## config.mk

```make
export PLATFORM = sky130hd
export DESIGN_NAME = pu_int8_array_flat
export DESIGN_NICKNAME = d
export VERILOG_FILES = /design/src/rtl/pu_pkg.sv /design/src/rtl/pu_int8_array_if.sv /design/src/rtl/pu_dot_lane.sv /design/src/rtl/pu_int8_array.sv /design/src/flat_wrapper.sv
export SDC_FILE = /design/constraint.sdc
export NUM_CORES = 1
export LEC_CHECK = 0
export ABC_CLOCK_PERIOD_IN_PS = 4900
export CORE_UTILIZATION = 63
export DETAILED_ROUTE_END_ITERATION = 8
export DONT_BUFFER_PORTS = 1
export GPL_TIMING_DRIVEN = 0
export HOLD_SLACK_MARGIN = 0.05
export PLACE_DENSITY = 0.85
export SKIP_LAST_GASP = 1
export SYNTH_ARGS = -nofsm -noshare
export SYNTH_HDL_FRONTEND = slang
export SYNTH_SLANG_ARGS = --single-unit
export TNS_END_PERCENT = 20
```

## constraint.sdc

```tcl
create_clock -name clk -period 4.9 [get_ports clk]
set_clock_uncertainty 0.2 [all_clocks]
set_input_delay 0.735 -clock clk [delete_from_list [all_inputs] [get_ports clk]]
set_output_delay 0.735 -clock clk [all_outputs]
set_load 0.05 [all_outputs]
```

## src/rtl/pu_pkg.sv

```systemverilog
// Shared types and helpers for the int8 processing unit.
// Optional requantisation is controlled by the PU_REQUANT_EN macro (see pu_int8_array.sv).
package pu_pkg;

   typedef enum logic [2:0] {
      IDLE  = 3'd0,
      RUN   = 3'd1,
      DRAIN = 3'd2,
      WRITE = 3'd3,
      DONE  = 3'd4
   } state_t;

   typedef logic signed [7:0]  int8_t;
   localparam int ACC_W_DEFAULT = 32;
   typedef logic signed [ACC_W_DEFAULT-1:0] acc_t;
   typedef logic signed [63:0] wide_t;

   // Number of packed int8 lanes in a buffer word.
   function automatic int lanes_of(input int width);
      return width / 8;
   endfunction

   // Clamp a wide signed value into the int8 range.
   function automatic int8_t sat_int8(input wide_t v);
      if (v > 127)
         return 8'sh7f;
      else if (v < -128)
         return 8'sh80;
      else
         return int8_t'(v);
   endfunction

endpackage

```

## src/rtl/pu_int8_array_if.sv

```systemverilog
// Bundle of controller handshake, config and x/w/y buffer signals for pu_int8_array.
// Modport master is taken by the processing unit (it masters the buffer buses);
// modport slave is taken by the surrounding controller/buffers.
// Handshake: prcss_start is a level sampled only while the unit is IDLE or DONE;
// reads are fire-and-forget (data valid exactly one cycle after x/w_buf_en),
// y writes complete in the cycle y_buf_en & y_buf_wr_en are high (no backpressure).
// cfg_shift exists only when PU_REQUANT_EN is defined.
interface pu_int8_array_if #(
   parameter int IN_X_BUF_DATA_WIDTH = 32,
   parameter int IN_W_BUF_DATA_WIDTH = 32,
   parameter int IN_BUF_ADDR_WIDTH   = 16,
   parameter int OUT_BUF_ADDR_WIDTH  = 32,
   parameter int OUT_BUF_DATA_WIDTH  = 32,
   parameter int CFG_W               = 16
);
   logic                           prcss_start;
   logic [CFG_W-1:0]               cfg_k_beats;
   logic [CFG_W-1:0]               cfg_n_out;
   logic [OUT_BUF_ADDR_WIDTH-1:0]  cfg_y_base;
`ifdef PU_REQUANT_EN
   logic [4:0]                     cfg_shift;
`endif
   logic                           prcss_done;
   logic                           all_done;
   logic                           x_buf_en;
   logic [IN_BUF_ADDR_WIDTH-1:0]   x_buf_addr;
   logic [IN_X_BUF_DATA_WIDTH-1:0] x_buf_data;
   logic                           w_buf_en;
   logic [IN_BUF_ADDR_WIDTH-1:0]   w_buf_addr;
   logic [IN_W_BUF_DATA_WIDTH-1:0] w_buf_data;
   logic                           y_buf_en;
   logic                           y_buf_wr_en;
   logic [OUT_BUF_ADDR_WIDTH-1:0]  y_buf_addr;
   logic [OUT_BUF_DATA_WIDTH-1:0]  y_buf_data;

`ifdef PU_REQUANT_EN
   modport master (
      input  prcss_start, cfg_k_beats, cfg_n_out, cfg_y_base, cfg_shift, x_buf_data, w_buf_data,
      output prcss_done, all_done, x_buf_en, x_buf_addr, w_buf_en, w_buf_addr,
             y_buf_en, y_buf_wr_en, y_buf_addr, y_buf_data
   );
   modport slave (
      output prcss_start, cfg_k_beats, cfg_n_out, cfg_y_base, cfg_shift, x_buf_data, w_buf_data,
      input  prcss_done, all_done, x_buf_en, x_buf_addr, w_buf_en, w_buf_addr,
             y_buf_en, y_buf_wr_en, y_buf_addr, y_buf_data
   );
`else
   modport master (
      input  prcss_start, cfg_k_beats, cfg_n_out, cfg_y_base, x_buf_data, w_buf_data,
      output prcss_done, all_done, x_buf_en, x_buf_addr, w_buf_en, w_buf_addr,
             y_buf_en, y_buf_wr_en, y_buf_addr, y_buf_data
   );
   modport slave (
      output prcss_start, cfg_k_beats, cfg_n_out, cfg_y_base, x_buf_data, w_buf_data,
      input  prcss_done, all_done, x_buf_en, x_buf_addr, w_buf_en, w_buf_addr,
             y_buf_en, y_buf_wr_en, y_buf_addr, y_buf_data
   );
`endif
endinterface

```

## src/rtl/pu_dot_lane.sv

```systemverilog
// Combinational LANES-wide signed int8 dot product of one x word and one w word.
module pu_dot_lane #(
   parameter int LANES = 4,
   parameter int ACC_W = 32
) (
   input  logic [LANES*8-1:0]       x,
   input  logic [LANES*8-1:0]       w,
   output logic signed [ACC_W-1:0]  psum
);

   logic signed [15:0] prod;

   // Multiply each byte pair as signed int8 and reduce to one sign-extended sum.
   always_comb begin
      psum = '0;
      prod = '0;
      for (int i = 0; i < LANES; i++) begin
         prod = $signed(x[8*i +: 8]) * $signed(w[8*i +: 8]);
         psum = psum + ACC_W'(prod);
      end
   end

endmodule

```

## src/rtl/pu_int8_array.sv

```systemverilog
// Int8 processing unit: N_OUT dot products of K_BEATS words each, one y write per output.
// Optional feature macro: PU_REQUANT_EN (adds cfg_shift; round-half-up shift then int8 clamp).
module pu_int8_array
   import pu_pkg::*;
#(
   parameter int IN_X_BUF_DATA_WIDTH = 32,
   parameter int IN_W_BUF_DATA_WIDTH = 32,
   parameter int IN_BUF_ADDR_WIDTH   = 16,
   parameter int OUT_BUF_ADDR_WIDTH  = 32,
   parameter int OUT_BUF_DATA_WIDTH  = 32,
   parameter int ACC_W               = 32,
   parameter int CFG_W               = 16
) (
   input  logic              clk,
   input  logic              rst_n,
   pu_int8_array_if.master   bus,
   output state_t            dbg_state
);

   localparam int IN_W_MIN = (IN_X_BUF_DATA_WIDTH < IN_W_BUF_DATA_WIDTH) ?
                             IN_X_BUF_DATA_WIDTH : IN_W_BUF_DATA_WIDTH;
   localparam int LANES    = lanes_of(IN_W_MIN);
   localparam int LW       = LANES * 8;

   state_t                         state_q, state_d;
   logic [CFG_W-1:0]               k_q, k_d, n_q, n_d;
   logic [IN_BUF_ADDR_WIDTH-1:0]   w_q, w_d;
   logic [CFG_W-1:0]               cfg_k_q, cfg_n_q;
   logic [OUT_BUF_ADDR_WIDTH-1:0]  base_q;
   logic                           start_ok;
   logic                           beat_vld_q, beat_first_q;
   logic signed [ACC_W-1:0]        acc_q, psum;
   logic                           rd_en_q, y_en_q, done_q, all_done_q;
   logic [OUT_BUF_ADDR_WIDTH-1:0]  y_addr_q;
   logic [OUT_BUF_DATA_WIDTH-1:0]  result;

   pu_dot_lane #(.LANES(LANES), .ACC_W(ACC_W)) u_dot (
      .x    (bus.x_buf_data[LW-1:0]),
      .w    (bus.w_buf_data[LW-1:0]),
      .psum (psum)
   );

   // Next-state and counter logic; k returns to 0 when leaving RUN so x address idles at 0.
   always_comb begin
      state_d  = state_q;
      k_d      = k_q;
      n_d      = n_q;
      w_d      = w_q;
      start_ok = 1'b0;
      case (state_q)
         IDLE, DONE: begin
            if (state_q == DONE) state_d = IDLE;
            if (bus.prcss_start) begin
               start_ok = 1'b1;
               k_d      = '0;
               n_d      = '0;
               w_d      = '0;
               if (bus.cfg_k_beats == '0 || bus.cfg_n_out == '0) state_d = DONE;
               else                                              state_d = RUN;
            end
         end
         RUN: begin
            w_d = w_q + IN_BUF_ADDR_WIDTH'(1);
            if (k_q == cfg_k_q - CFG_W'(1)) begin
               k_d     = '0;
               state_d = DRAIN;
            end else begin
               k_d = k_q + CFG_W'(1);
            end
         end
         DRAIN: state_d = WRITE;
         WRITE: begin
            n_d = n_q + CFG_W'(1);
            if (n_q == cfg_n_q - CFG_W'(1)) state_d = DONE;
            else                            state_d = RUN;
         end
         default: state_d = IDLE;
      endcase
   end

   // State, counters and registered enables/addresses derived from the next state.
   always_ff @(posedge clk or negedge rst_n) begin
      if (!rst_n) begin
         state_q    <= IDLE;
         k_q        <= '0;
         n_q        <= '0;
         w_q        <= '0;
         rd_en_q    <= 1'b0;
         y_en_q     <= 1'b0;
         y_addr_q   <= '0;
         done_q     <= 1'b0;
         all_done_q <= 1'b0;
      end else begin
         state_q  <= state_d;
         k_q      <= k_d;
         n_q      <= n_d;
         w_q      <= w_d;
         rd_en_q  <= (state_d == RUN);
         y_en_q   <= (state_d == WRITE);
         y_addr_q <= (state_d == WRITE) ? base_q + OUT_BUF_ADDR_WIDTH'(n_d) : '0;
         done_q   <= (state_d == DONE);
         if (state_d == DONE) all_done_q <= 1'b1;
         else if (start_ok)   all_done_q <= 1'b0;
      end
   end

`ifdef PU_REQUANT_EN
   logic [4:0] shift_q;
   wide_t      acc_wide, bias, rounded;

   // Capture the job configuration when a start is accepted.
   always_ff @(posedge clk or negedge rst_n) begin
      if (!rst_n) begin
         cfg_k_q <= '0;
         cfg_n_q <= '0;
         base_q  <= '0;
         shift_q <= '0;
      end else if (start_ok) begin
         cfg_k_q <= bus.cfg_k_beats;
         cfg_n_q <= bus.cfg_n_out;
         base_q  <= bus.cfg_y_base;
         shift_q <= bus.cfg_shift;
      end
   end

   // Round half up at the shift point, arithmetic shift, clamp to int8, sign-extend.
   always_comb begin
      acc_wide = wide_t'(acc_q);
      bias     = '0;
      if (shift_q != 5'd0) bias = wide_t'(1) <<< (shift_q - 5'd1);
      rounded  = (acc_wide + bias) >>> shift_q;
      result   = OUT_BUF_DATA_WIDTH'(sat_int8(rounded));
   end
`else
   // Capture the job configuration when a start is accepted.
   always_ff @(posedge clk or negedge rst_n) begin
      if (!rst_n) begin
         cfg_k_q <= '0;
         cfg_n_q <= '0;
         base_q  <= '0;
      end else if (start_ok) begin
         cfg_k_q <= bus.cfg_k_beats;
         cfg_n_q <= bus.cfg_n_out;
         base_q  <= bus.cfg_y_base;
      end
   end

   // Raw accumulator, sign-extended or truncated to the y word.
   always_comb begin
      result = OUT_BUF_DATA_WIDTH'(acc_q);
   end
`endif

   // Read data arrives one cycle after each RUN beat; the first beat of an output restarts the sum.
   always_ff @(posedge clk or negedge rst_n) begin
      if (!rst_n) begin
         beat_vld_q   <= 1'b0;
         beat_first_q <= 1'b0;
         acc_q        <= '0;
      end else begin
         beat_vld_q   <= (state_q == RUN);
         beat_first_q <= (state_q == RUN) && (k_q == '0);
         if (beat_vld_q) acc_q <= beat_first_q ? psum : acc_q + psum;
      end
   end

   assign bus.x_buf_en    = rd_en_q;
   assign bus.w_buf_en    = rd_en_q;
   assign bus.x_buf_addr  = IN_BUF_ADDR_WIDTH'(k_q);
   assign bus.w_buf_addr  = w_q;
   assign bus.y_buf_en    = y_en_q;
   assign bus.y_buf_wr_en = y_en_q;
   assign bus.y_buf_addr  = y_addr_q;
   assign bus.y_buf_data  = y_en_q ? result : '0;
   assign bus.prcss_done  = done_q;
   assign bus.all_done    = all_done_q;
   assign dbg_state       = state_q;

endmodule

```

## src/flat_wrapper.sv

```systemverilog
// flat-port wrapper written by rule: the top's interface ports become plain ports
module pu_int8_array_flat import pu_pkg::*;
#(
   parameter int IN_X_BUF_DATA_WIDTH = 32,
   parameter int IN_W_BUF_DATA_WIDTH = 32,
   parameter int IN_BUF_ADDR_WIDTH   = 16,
   parameter int OUT_BUF_ADDR_WIDTH  = 32,
   parameter int OUT_BUF_DATA_WIDTH  = 32,
   parameter int ACC_W               = 32,
   parameter int CFG_W               = 16
)
  (clk, rst_n, dbg_state, bus_prcss_start, bus_cfg_k_beats, bus_cfg_n_out, bus_cfg_y_base, bus_x_buf_data, bus_w_buf_data, bus_prcss_done, bus_all_done, bus_x_buf_en, bus_x_buf_addr, bus_w_buf_en, bus_w_buf_addr, bus_y_buf_en, bus_y_buf_wr_en, bus_y_buf_addr, bus_y_buf_data);
  pu_int8_array_if #(.IN_X_BUF_DATA_WIDTH(IN_X_BUF_DATA_WIDTH), .IN_W_BUF_DATA_WIDTH(IN_W_BUF_DATA_WIDTH), .IN_BUF_ADDR_WIDTH(IN_BUF_ADDR_WIDTH), .OUT_BUF_ADDR_WIDTH(OUT_BUF_ADDR_WIDTH), .OUT_BUF_DATA_WIDTH(OUT_BUF_DATA_WIDTH), .CFG_W(CFG_W)) bus_i ();
  input  logic clk;
  input  logic rst_n;
  output state_t dbg_state;
  input wire logic [$bits(bus_i.prcss_start)-1:0] bus_prcss_start;
  input wire logic [$bits(bus_i.cfg_k_beats)-1:0] bus_cfg_k_beats;
  input wire logic [$bits(bus_i.cfg_n_out)-1:0] bus_cfg_n_out;
  input wire logic [$bits(bus_i.cfg_y_base)-1:0] bus_cfg_y_base;
  input wire logic [$bits(bus_i.x_buf_data)-1:0] bus_x_buf_data;
  input wire logic [$bits(bus_i.w_buf_data)-1:0] bus_w_buf_data;
  output wire logic [$bits(bus_i.prcss_done)-1:0] bus_prcss_done;
  output wire logic [$bits(bus_i.all_done)-1:0] bus_all_done;
  output wire logic [$bits(bus_i.x_buf_en)-1:0] bus_x_buf_en;
  output wire logic [$bits(bus_i.x_buf_addr)-1:0] bus_x_buf_addr;
  output wire logic [$bits(bus_i.w_buf_en)-1:0] bus_w_buf_en;
  output wire logic [$bits(bus_i.w_buf_addr)-1:0] bus_w_buf_addr;
  output wire logic [$bits(bus_i.y_buf_en)-1:0] bus_y_buf_en;
  output wire logic [$bits(bus_i.y_buf_wr_en)-1:0] bus_y_buf_wr_en;
  output wire logic [$bits(bus_i.y_buf_addr)-1:0] bus_y_buf_addr;
  output wire logic [$bits(bus_i.y_buf_data)-1:0] bus_y_buf_data;
  assign bus_i.prcss_start = bus_prcss_start;
  assign bus_i.cfg_k_beats = bus_cfg_k_beats;
  assign bus_i.cfg_n_out = bus_cfg_n_out;
  assign bus_i.cfg_y_base = bus_cfg_y_base;
  assign bus_i.x_buf_data = bus_x_buf_data;
  assign bus_i.w_buf_data = bus_w_buf_data;
  assign bus_prcss_done = bus_i.prcss_done;
  assign bus_all_done = bus_i.all_done;
  assign bus_x_buf_en = bus_i.x_buf_en;
  assign bus_x_buf_addr = bus_i.x_buf_addr;
  assign bus_w_buf_en = bus_i.w_buf_en;
  assign bus_w_buf_addr = bus_i.w_buf_addr;
  assign bus_y_buf_en = bus_i.y_buf_en;
  assign bus_y_buf_wr_en = bus_i.y_buf_wr_en;
  assign bus_y_buf_addr = bus_i.y_buf_addr;
  assign bus_y_buf_data = bus_i.y_buf_data;
  pu_int8_array #(.IN_X_BUF_DATA_WIDTH(IN_X_BUF_DATA_WIDTH), .IN_W_BUF_DATA_WIDTH(IN_W_BUF_DATA_WIDTH), .IN_BUF_ADDR_WIDTH(IN_BUF_ADDR_WIDTH), .OUT_BUF_ADDR_WIDTH(OUT_BUF_ADDR_WIDTH), .OUT_BUF_DATA_WIDTH(OUT_BUF_DATA_WIDTH), .ACC_W(ACC_W), .CFG_W(CFG_W)) u_core (.clk(clk), .rst_n(rst_n), .bus(bus_i), .dbg_state(dbg_state));
endmodule
```

-- Word-level counts from Yosys, hierarchy flattened
Cells that the tools add are included.
- bits of input ports: 131
- register bits after elaboration: 185
- output and inout port bits: 105
- word-level logic and storage cells: 68
- equal/unequal tests: 10
- mux-type cells: 19
- reduce and logical (&&, ||, !) cells: 10
- multipliers: 4
- $add $sub $neg: 10
- operators with widths (operator ; count):
    32-bit 2-to-1 mux ; 3
    16-bit one-hot mux with 2 select lines ; 3
    8-bit by 8-bit multiplier with 16-bit output ; 4
    16-bit by 1-bit adder with 16-bit output, second input constant ; 3
    16-bit zero test ; 3
    16-bit 2-to-1 mux ; 3
    32-bit by 16-bit adder with 32-bit output ; 1
    32-bit by 19-bit adder with 32-bit output ; 1
    16-bit == test ; 2
    16-bit by 1-bit subtractor with 16-bit output, second input constant ; 2
    18-bit by 16-bit adder with 19-bit output ; 1
    17-bit by 16-bit adder with 18-bit output ; 1
    16-bit by 16-bit adder with 17-bit output ; 1
    3-bit 2-to-1 mux ; 5
    3-bit one-hot mux with 4 select lines ; 1
    3-bit by 2-bit == test with 1-bit output, second input constant ; 3
    3-bit by 1-bit == test with 1-bit output, second input constant ; 2
    3-bit == test, second input constant ; 2
    1-bit 2-to-1 mux ; 4
    2-bit nonzero test ; 2
    3-bit zero test ; 1
    2-bit != test, second input constant ; 1
    2-bit AND reduction ; 1
    2-bit OR reduction ; 1
    other kinds (2) ; 2

-- Depth between registers and ports, before layout
- depth in word-level cells: 7
- depth in mapped cells: 36
- gate-level depth less buffers: 36

-- By module
A second synthesis with hierarchy kept.
- cell total of the unflattened synthesis: 2510
- area total of the unflattened synthesis: 22740.6 um^2
- by module, submodules not included (module ; instances ; cells each ; seq. area each (um^2) ; area each (um^2)):
    pu_int8_array ; 1 ; 1354 ; 4629.4 ; 11509.8
    pu_dot_lane ; 1 ; 1156 ; 0.0 ; 11230.8

-- Worst setup path after synthesis
Ideal clock, no wire load.
- path type: input -> register
- start: input port bus_w_buf_data[24]
- end: register u_core.acc_q[31]
- arrival: 9157 ps
- data required time: 4606 ps
- setup slack: -4551 ps
- setup time: 94 ps
- path buffers: 0
- cell stages on the path: 30
- cells stage by stage: nand2_1 -> inv_1 -> fa_1 -> inv_1 -> fa_1 -> fa_1 -> inv_1 -> fa_1 -> fa_1 -> fa_1 -> fa_1 -> inv_1 -> fa_1 -> inv_1 -> ha_1 -> and2_1 -> or3_1 -> a32oi_1 -> o211ai_1 -> a2111oi_0 -> nor3b_2 -> inv_1 -> ha_1 -> a21o_1 -> a211o_1 -> o31a_1 -> o2111ai_1 -> a21boi_0 -> o211a_1 -> a211oi_1
- longest elaborated chain between the ends: 4
- RTL lines (item ; line ; RTL):
    start: declaration ; flat_wrapper.sv:22 ; input wire logic [$bits(bus_i.w_buf_data)-1:0] bus_w_buf_data;
    8-bit by 8-bit multiplier with 16-bit output * ; pu_dot_lane.sv:18 ; prod = $signed(x[8*i +: 8]) * $signed(w[8*i +: 8]);
    18-bit by 16-bit adder with 19-bit output * ; pu_dot_lane.sv:19 ; psum = psum + ACC_W'(prod);
    32-bit by 19-bit adder with 32-bit output ; pu_int8_array.sv:163 ; if (beat_vld_q) acc_q <= beat_first_q ? psum : acc_q + psum;
    32-bit 2-to-1 mux * ; pu_int8_array.sv:163 ;
    end signal: assignment ; pu_int8_array.sv:163 ;
    end: declaration ; pu_int8_array.sv:32 ; logic signed [ACC_W-1:0] acc_q, psum;
Mark *: on every way between the ends. The rest lies on a longest branch, timed or not.
A chain may end at the register's enable or synchronous reset.

-- Worst setup path after layout
- start: input port bus_w_buf_data[26]
- end: register u_core.acc_q[30]
Same word-level chain as after synthesis.

==> results by group <==
Die
  • Initial Utilization: 64.57%
  • Die Area: about 0.036 mm2
  • Core Footprint: roughly 0.035 mm2
  • Die X: 190.9 um
  • Die Ht: approximately 190 um
  • Num ports: between 200 and 250
  • Core Rows: between 60 and 70

Critical path
  • Crit Path Category: in2reg
  • CP max FO: 8
  • Critical Path RT: 5.03 ns
  • Worst Path Arrival: slightly below 9 ns
  • Top delay family on crit path: adder cells
  • Count of buffer and inverter cells on the critical path: 7
  • Max stage delay on crit path: between 0.5 and 0.6 ns
  • Setup crit end kind: flop
  • Crit-path slowest cell: fa_1
  • Crit path top cell by count: fa_1
  • CP startpoint kind: primary input
  • Reg2Reg Setup Slack: -0.42 ns

Logic synthesis
  • Cell Area, Synth: approximately 0.022 mm2
  • Ys Warns: 0
  • Post-synthesis sequential area ratio: about a fifth
  • Cell variety after synth: between 70 and 80
  • Share of flip-flops with an asynchronous set or reset: 100.0%
  • Post-synth top area cell: fa_1
  • EDFF count, synth: 0
  • Top post-synthesis cells by area: fa_1, dfrtp_1, ha_1, inv_1, nand2_1
  • Ys flop type: dfrtp_1
  • Post-Syn Instances: around 2.5k
  • FF+latch count, synth: between 150 and 200
  • Syn avg cell area: between 9 and 10 um2
  • Syn nets: 3079
  • Synth top area share: roughly 29%

STA
  • Final hold vios: between 150 and 200
  • RSZ-0062 raised after global routing: true
  • Final min period: between 8 and 9 ns
  • Final worst setup slack: -3.671 ns
  • Hold WS: -0.2249 ns
  • Final Slew Violations: 0
  • Final setup vio count: 36
  • Highest clock rate: 0.1167 GHz
  • Max-slew headroom: about two fifths
  • Slew at the pin closest to its max-slew limit: a little under 0.9 ns
  • Tcrit/Tclk final: 174.9%

Placed design
  • Worst slack, placed: -4.845 ns
  • Port Buffers: 0
  • Post-DP HPWL: about 45000 um
  • RePlAce Congestion: approximately 0.94

Layout
  • Area of the multi-input gates: roughly 0.017 mm2
  • Share of cells above drive strength 1: about 8.7%
  • Final nets: 3141
  • # fillers: around 2.5k
  • Register Area: ~0.0046 mm2
  • Commonest non-fill, non-tap cell in the layout: inv_1
  • Area growth from synthesis to layout: 9.678%
  • Most frequent cells in the layout: inv_1, nand2_1, fa_1
  • Antenna Cells: 0

GRT
  • Pin count of the biggest net entering global routing: ~190
  • Total congestion overflow: 0
  • First-pass GRT wire length: 92400 um
  • Initial antenna violation count: 0
  • GRT Total Usage: about 32%
  • Vias in the first global route: 18.92k

Clock network
  • CTS tree: yes
  • Max Buffers Root-to-Sink: 2
  • Cts bufs inserted: 17
  • H-tree levels: 4
  • Worst skew pair latency: about 0.45 ns
  • Clock root cell: clkbuf_16
  • Clock-pin slew on the worst setup and hold paths: roughly 0.070 ns
  • CTS Sinks: roughly 190

Outcome
  • Violated checks: negative hold slack, negative setup slack
  • Outcome: complete, but fails checks

Route
  • Drt initial violations: 1301
  • Post-route ant nets: 0
  • Detailed Routing Iterations Pass 1: 6
  • Via density: 5.982
  • Routed WL: roughly 56000 um
  • Via count: 17.92k
  • DR DRC count: 0
  • Per-cell routed wire length: between 15 and 20 um

Min path
  • Worst Hold Class: in2async

Run
  • Total of max-cap violations: 0
cell type report:
| cell class | instances | share of cell area, % |
|---|---|---|
| Clock buffer | 20 | 1.894 |
| Sequential cell | 185 | 18.79 |
| Tap cell | 455 | 2.310 |
| Timing Repair Buffer | 43 | 1.467 |
| Buffer | 54 | 0.8936 |
| Multi-Input combinational cell | 1810 | 67.81 |
| Inverter | 416 | 6.362 |
| Clock inverter | 12 | 0.4773 |
path summary, 6_finish.rpt:
check / start / endpoint / depth (start not counted)
worst min register to register: u_core.base_q[7]$_DFFE_PN0P_ / u_core.base_q[7]$_DFFE_PN0P_ / 2
worst max-delay path: bus_w_buf_data[26] / u_core.acc_q[30]$_DFFE_PN0P_ / 32
worst max register to register: u_core.dbg_state[0]$_DFF_PN0_ / u_core.bus.y_buf_addr[26]$_DFF_PN0_ / 18
max in group asynchronous: rst_n / u_core.acc_q[1]$_DFFE_PN0P_ / 0
worst min-delay path: rst_n / u_core.base_q[23]$_DFFE_PN0P_ / 0
min in group clk: bus_cfg_n_out[9] / u_core.cfg_n_q[9]$_DFFE_PN0P_ / 2
per-layer routing:
layer | GRT usage [%] | up-vias | share of wire, %
met4 | 15.23 | 0 | 4.6
met3 | 5.521 | 166 | 7.7
met5 | 0 | - | 0
met1 | 40.29 | 9011 | 37
li1 | - | 7993 | -
met2 | 54.70 | 747 | 50
cells in the mapped netlist, types with 21 or more instances:
| library cell | count |
|---|---|
| inv_1 | 416 |
| nand2_1 | 342 |
| fa_1 | 328 |
| dfrtp_1 | 185 |
| and2_1 | 178 |
| ha_1 | 155 |
| nor2_1 | 110 |
| o21ai_0 | 97 |
| a21oi_1 | 87 |
| xnor2_1 | 73 |
| clkbuf_1 | 45 |
| nand3_1 | 44 |
| a31oi_1 | 39 |
| nor3_1 | 32 |
| and3_1 | 30 |
| xor2_1 | 26 |
| nand2b_1 | 22 |
| a21o_1 | 21 |
state kept, by name (all words and copies together), names as in the netlist, 3 cells and up:
register and cells:
u_core.acc_q 32, u_core.base_q 32, u_core.bus.y_buf_addr 32, u_core.bus.w_buf_addr 16, u_core.bus.x_buf_addr 16, u_core.cfg_k_q 16, u_core.cfg_n_q 16, u_core.n_q 16
u_core.dbg_state 3
repair_timing:
item                       CTS  global route
resized for setup           81            30
cloned                       0             0
pin swaps                   60            28
hold endpoints to repair   185           185
setup endpoints to repair   36            45
buffers inserted            34             9
metrics by stage:
step	util [%]	setup TNS, ns	std cells	area [um2]	hold WS [ns]
after global placement	66.68	-104.24	2920	23200	0.2443
after CTS	70.28	-89.76	2986	24460	-0.2366
after global routing	70.82	-101.93	2995	24640	-0.2398
after floorplan	-	-85.42	2465	22630	0.2394
final	70.82	-88.35	2995	24640	-0.2249
after detailed placement	66.68	-109.94	2920	23200	0.2438
logic make-up (layout without fill, tap and decap cells):
kind of cell	count (synthesis)	count (layout)	share of synthesized area, %
AOI/OAI and AO/OA	340	340	9.517
xor gates and xnor gates	102	102	4.160
adders and majority gates	484	484	37.90
buffers and inverters	470	545	7.930
DFF	185	185	20.60
muxes	21	21	0.9633
and+or+nand+nor	863	863	18.93
Power is not shown: default switching activity piles up to over one toggle a cycle in this logic, so the estimate is an artifact.
